`src/rtl/pixel_splitter_pkg.sv`:
```
// Shared pixel/word geometry for the packing and unpacking stages.
package pixel_splitter_pkg;

    localparam int PIXEL_WIDTH_DEF = 8;
    localparam int DATA_WIDTH_DEF  = 32;

    // Pixels carried by one bus word.
    function automatic int pixel_number(input int data_width, input int pixel_width);
        return data_width / pixel_width;
    endfunction

endpackage

```
`src/rtl/pixel_splitter.sv`:
```
// Word-to-pixel unpacker: LSB pixel first, one active word being shifted out
// plus a one-word pending buffer so word boundaries cost no bubble.
module pixel_splitter
    import pixel_splitter_pkg::*;
#(
    parameter int PIXEL_WIDTH = PIXEL_WIDTH_DEF,
    parameter int DATA_WIDTH  = DATA_WIDTH_DEF
) (
    input  logic                   clock,
    input  logic                   reset,
    input  logic [DATA_WIDTH-1:0]  data,
    input  logic                   is_data_valid,
    output logic                   data_ready,
    output logic [PIXEL_WIDTH-1:0] pixel,
    output logic                   is_pixel_valid,
    input  logic                   pixel_ready,
    output logic                   is_last
);

    localparam int PIXEL_NUMBER  = pixel_number(DATA_WIDTH, PIXEL_WIDTH);
    localparam int COUNTER_WIDTH = (PIXEL_NUMBER > 1) ? $clog2(PIXEL_NUMBER) : 1;
    localparam logic [COUNTER_WIDTH-1:0] LAST_IDX = COUNTER_WIDTH'(PIXEL_NUMBER - 1);

    logic [DATA_WIDTH-1:0]    active_q, active_d;
    logic                     active_valid_q, active_valid_d;
    logic [DATA_WIDTH-1:0]    pending_q, pending_d;
    logic                     pending_valid_q, pending_valid_d;
    logic [COUNTER_WIDTH-1:0] count_q, count_d;

    logic accept, pop, last_pop, at_last;

    assign at_last        = (count_q == LAST_IDX);
    assign data_ready     = reset && !pending_valid_q;
    assign accept         = is_data_valid && data_ready;
    assign pop            = active_valid_q && pixel_ready;
    assign last_pop       = pop && at_last;

    assign pixel          = active_q[PIXEL_WIDTH-1:0];
    assign is_pixel_valid = active_valid_q;
    assign is_last        = active_valid_q && at_last;

    // Next state: load empty active, hand over at word end, otherwise shift/park.
    always_comb begin
        active_d        = active_q;
        active_valid_d  = active_valid_q;
        pending_d       = pending_q;
        pending_valid_d = pending_valid_q;
        count_d         = count_q;

        if (!active_valid_q) begin
            // pending is never valid here, so only the direct load applies
            if (accept) begin
                active_d       = data;
                active_valid_d = 1'b1;
                count_d        = '0;
            end
        end else if (last_pop) begin
            count_d = '0;
            if (pending_valid_q) begin
                active_d = pending_q;
                if (accept) begin
                    pending_d = data;
                end else begin
                    pending_valid_d = 1'b0;
                end
            end else if (accept) begin
                active_d = data;
            end else begin
                active_d       = '0;
                active_valid_d = 1'b0;
            end
        end else begin
            if (pop) begin
                active_d = active_q >> PIXEL_WIDTH;
                count_d  = count_q + 1'b1;
            end
            if (accept) begin
                pending_d       = data;
                pending_valid_d = 1'b1;
            end
        end
    end

    // State registers; reset drops both active and pending words.
    always_ff @(posedge clock or negedge reset) begin
        if (!reset) begin
            active_q        <= '0;
            active_valid_q  <= 1'b0;
            pending_q       <= '0;
            pending_valid_q <= 1'b0;
            count_q         <= '0;
        end else begin
            active_q        <= active_d;
            active_valid_q  <= active_valid_d;
            pending_q       <= pending_d;
            pending_valid_q <= pending_valid_d;
            count_q         <= count_d;
        end
    end

endmodule
```
`config.mk`:
```
export PLATFORM = sky130hd
export DESIGN_NAME = pixel_splitter
export DESIGN_NICKNAME = d
export VERILOG_FILES = /design/src/rtl/pixel_splitter_pkg.sv /design/src/rtl/pixel_splitter.sv
export SDC_FILE = /design/constraint.sdc
export NUM_CORES = 1
export LEC_CHECK = 0
export CAP_MARGIN = 20
export CORE_MARGIN = 2
export CORE_UTILIZATION = 50
export DETAILED_ROUTE_END_ITERATION = 8
export HOLD_SLACK_MARGIN = 0.05
export PLACE_DENSITY = 0.73
export REMOVE_ABC_BUFFERS = 1
export SLEW_MARGIN = 25
export SYNTH_ARGS = -nofsm -noshare
export SYNTH_HDL_FRONTEND = slang
export SYNTH_SLANG_ARGS = --single-unit
export TNS_END_PERCENT = 100
```
`constraint.sdc`:
```
create_clock -name clock -period 3.1 [get_ports clock]
set_input_delay 0.31 -clock clock [delete_from_list [all_inputs] [get_ports clock]]
set_output_delay 0.31 -clock clock [all_outputs]
set_load 0.05 [all_outputs]
```
==> run_results.csv <==
group,metric,value,unit
power_and_ir_drop,sw_frac_of_total,0.3687,
yosys,synthMuxAreaShare,0.1349,
power_and_ir_drop,vdd_drop_max,0.4766,mV
detailed_routing,vias_per_cell,6.579,
grt,grt_pass1_wl,14.78,mm
timing,finalSetupViolations,0,
layout,fin_cells,444,
power_and_ir_drop,p_clk_frac,0.181,
yosys,synth_top_family_by_area,"compound AO/OA/AOI/OAI gates",
clock_tree,cts.clk_slew.worst_paths,0.07,ns
worst_setup_path,start_kind,"input port",
floorplan,die_area,7873,um^2
power_and_ir_drop,cellLeakagePower,1.765,nW
clock_tree,clockBufferDepth,2,
grt,track_usage,0.2484,
grt,antenna_found_initial,0,
yosys,yosysSeqAreaShare,0.4740,
detailed_routing,wl,8.829,mm
timing,max_freq,0.3907,GHz
power_and_ir_drop,power,4.061,mW
detailed_routing,drc_errors,0,
yosys,yosysTopAreaCell,"dfrtp_1",
floorplan,ios,47,
grt,grt_max_degree,40,
floorplan,core_area,6869,um^2
timing,max-slew-margin-rel,0.4360,
timing,final_max_slew_viol_count,0,
worst_setup_path,r2r_start,"pending_valid_q",
worst_setup_path,required,2.79,ns
layout,multi_input_area,1669,um^2
yosys,synth_compound_area_frac,0.2304,
clock_tree,cts_tree,"built",
power_and_ir_drop,switching_power,1.497,mW
clock_tree,htree_levels,3,
yosys,netlist_area,3590,um^2
yosys,ys_types,27,
power_and_ir_drop,p_comb_frac,0.410,
yosys,synth_simple_gate_area_frac,0.09202,
placed_design,portBuffers,46,
layout,diodes,0,
yosys,yosysWarningCount,0,
layout,layout.nets,382,
placed_design,hpwl,5.238,mm
floorplan,start_util,0.5226,
power_and_ir_drop,powerDensity,951.9,nW/um^2
worst_setup_path,reg2reg_depth,3,
yosys,synthTopCellsByArea,"dfrtp_1 (47%), mux2_4 (13%), a221oi_1 (5.9%), o221ai_1 (5.9%), o22ai_1 (4.2%)",
clock_tree,cts_hold_buf,1,
clock_tree,cts_buffers,9,
worst_setup_path,crit_type,"input port to primary output",
grt,grt_pass1_vias,2941,
yosys,synthXorXnorAreaFrac,0,
clock_tree,clk_latency,0.36,ns
yosys,syn_area_per_cell,11.32,um^2
yosys,syn-instance-count,317,
worst_setup_path,crit_path_max_fanout,37,
clock_tree,cts_setup_buffers,0,
worst_setup_path,ff2ff_setup_slack,0.88,ns
clock_tree,root_buffer,"clkbuf_8",
worst_setup_path,regToRegEndpoint,"pending_q[31]",
grt,grt-ovfl-total,0,
detailed_routing,dr.pass1.iters,4,
floorplan,num_rows,30,
detailed_routing,vias,2921,
layout,num-fill-cells,571,
floorplan,die_height,88.73,um
power_and_ir_drop,seqPwrFrac,0.409,
clock_tree,cts_sinks,68,
layout,drive_gt1_frac,0.1839,
timing,period_needed,2.559,ns
floorplan,die_w,88.73,um
yosys,synthAdderAreaFrac,0.003486,
power_and_ir_drop,intPower,2.564,mW
timing,finalCritPeriodShare,0.8256,
timing,finClkSkew,0.008133,ns
flow_run,drv_cap,0,
clock_tree,cts_resized,0,
run_status,status,"finished, final reports clean",
layout,area_growth,18.86,%
timing,rsz0062_at_grt,"false",
min_path,hold_class,"input port to asynchronous set/reset pin",
placed_design,dp_cells,429,
layout,seq_area,1702,um^2
yosys,ys_ff_latch,68,
placed_design,gp_congestion,0.8085,
worst_setup_path,arrival,2.25,ns
timing,hold_violations,0,
detailed_routing,drt_iter0_markers,260,
yosys,synth_top_cell_area_share,0.4740,
detailed_routing,ant_nets,0,
detailed_routing,routedWlPerCell,19.89,um
worst_setup_path,endpoint_kind,"primary output",
timing,worstMarginPinSlew,0.8439,ns
## per-stage QoR
step | utilization | instance area [um^2] | hold WS [ns] | setup WS [ns] | setup TNS [ns]
2_1_floorplan | - | 3356 | 0.01441 | -1.146 | -27.90
3_3_place_gp | 0.5920 | 4066 | 0.2882 | 0.6133 | 0
3_5_place_dp | 0.5920 | 4066 | 0.2850 | 0.6014 | 0
4_1_cts | 0.6211 | 4267 | 0.4476 | 0.5139 | 0
5_1_grt | 0.6211 | 4267 | 0.4818 | 0.4313 | 0
6_report | 0.6211 | 4267 | 0.4417 | 0.5407 | 0
## final cells by class
class	instances	share of cell area
flip-flops and latches	68	0.3988
multi-input cells	205	0.3912
repair buffers	61	0.1372
clock buffers	12	0.03636
well taps	96	0.02815
clock inverters	2	0.008211
## Yosys cell counts
master     number
nor3_1         24
nor4bb_1        1
o22ai_1        24
a21oi_1         9
nand2b_1        1
nand4b_1        8
buf_2           7
a221oi_1       24
a31oi_1         1
o21ai_0        25
nand3_1         2
o221ai_1       24
a221o_1         8
ha_1            1
buf_4          10
mux2_4         30
nor2_2          1
and3b_1         1
nor2b_1         1
nand3_4         1
buf_6           3
mux2_2          3
dfrtp_1        68
and2_1          3
nand2_1        12
clkbuf_1       24
nand4bb_1       1
## worst max-delay path, cell delays in order
cell and delay, ns:
dlygate4sd3_1 0.52, buf_4 0.40, nor2b_1 0.19, clkdlybuf4s50_1 0.82
## placed cells by master, fill, tap and decap left out, drive strengths merged, types with 3 or more instances in the layout
cell,netlist,layout
a21oi,9,9
a221o,8,8
a221oi,24,24
and2,3,3
buf,20,15
clkbuf,24,12
clkdlybuf4s50,0,45
dfrtp,68,68
mux2,33,33
nand2,12,12
nand3,3,3
nand4b,8,8
nor3,24,24
o21ai,25,25
o221ai,24,24
o22ai,24,24
## how the worst max path moves through the flow
stage                         startpoint            end  slack, ns
after floorplan           is_pixel_valid     count_q[0]      -1.15
after global placement     is_data_valid   pending_q[4]       0.61
after detailed placement   is_data_valid  pending_q[19]       0.60
after CTS                          reset     data_ready       0.51
after global routing               reset     data_ready       0.43
final                              reset     data_ready       0.54
## state kept, by name (all words and copies together) (netlist names)
signal and flops:
active_q 32, pending_q 32, count_q 2, is_pixel_valid 1, pending_valid_q 1
## cells by family after synthesis
kind of cell / after synthesis
flip-flops: 68
AND/OR/NAND/NOR: 56
buffers and inverters: 44
adder cells (fa/ha/maj): 1
AO/OA/AOI/OAI: 115
multiplexers: 33
## power groups by stage
stage | clock, mW | sequential, mW | combinational, mW
floorplan | 0 | 1.78 | 0.993
global placement | 0 | 1.65 | 1.62
detailed placement | 0 | 1.65 | 1.67
CTS | 0.749 | 1.65 | 1.67
global route | 0.801 | 1.71 | 1.80
finish | 0.736 | 1.66 | 1.66
## metal layers
metal / wire length (um) / GRT usage
met2: 4144 / 0.3867
met5: 0 / 0
met1: 3843 / 0.3291
met3: 678 / 0.06343
met4: 163 / 0.1074
Note: power is estimated with default switching activity, not from simulation.
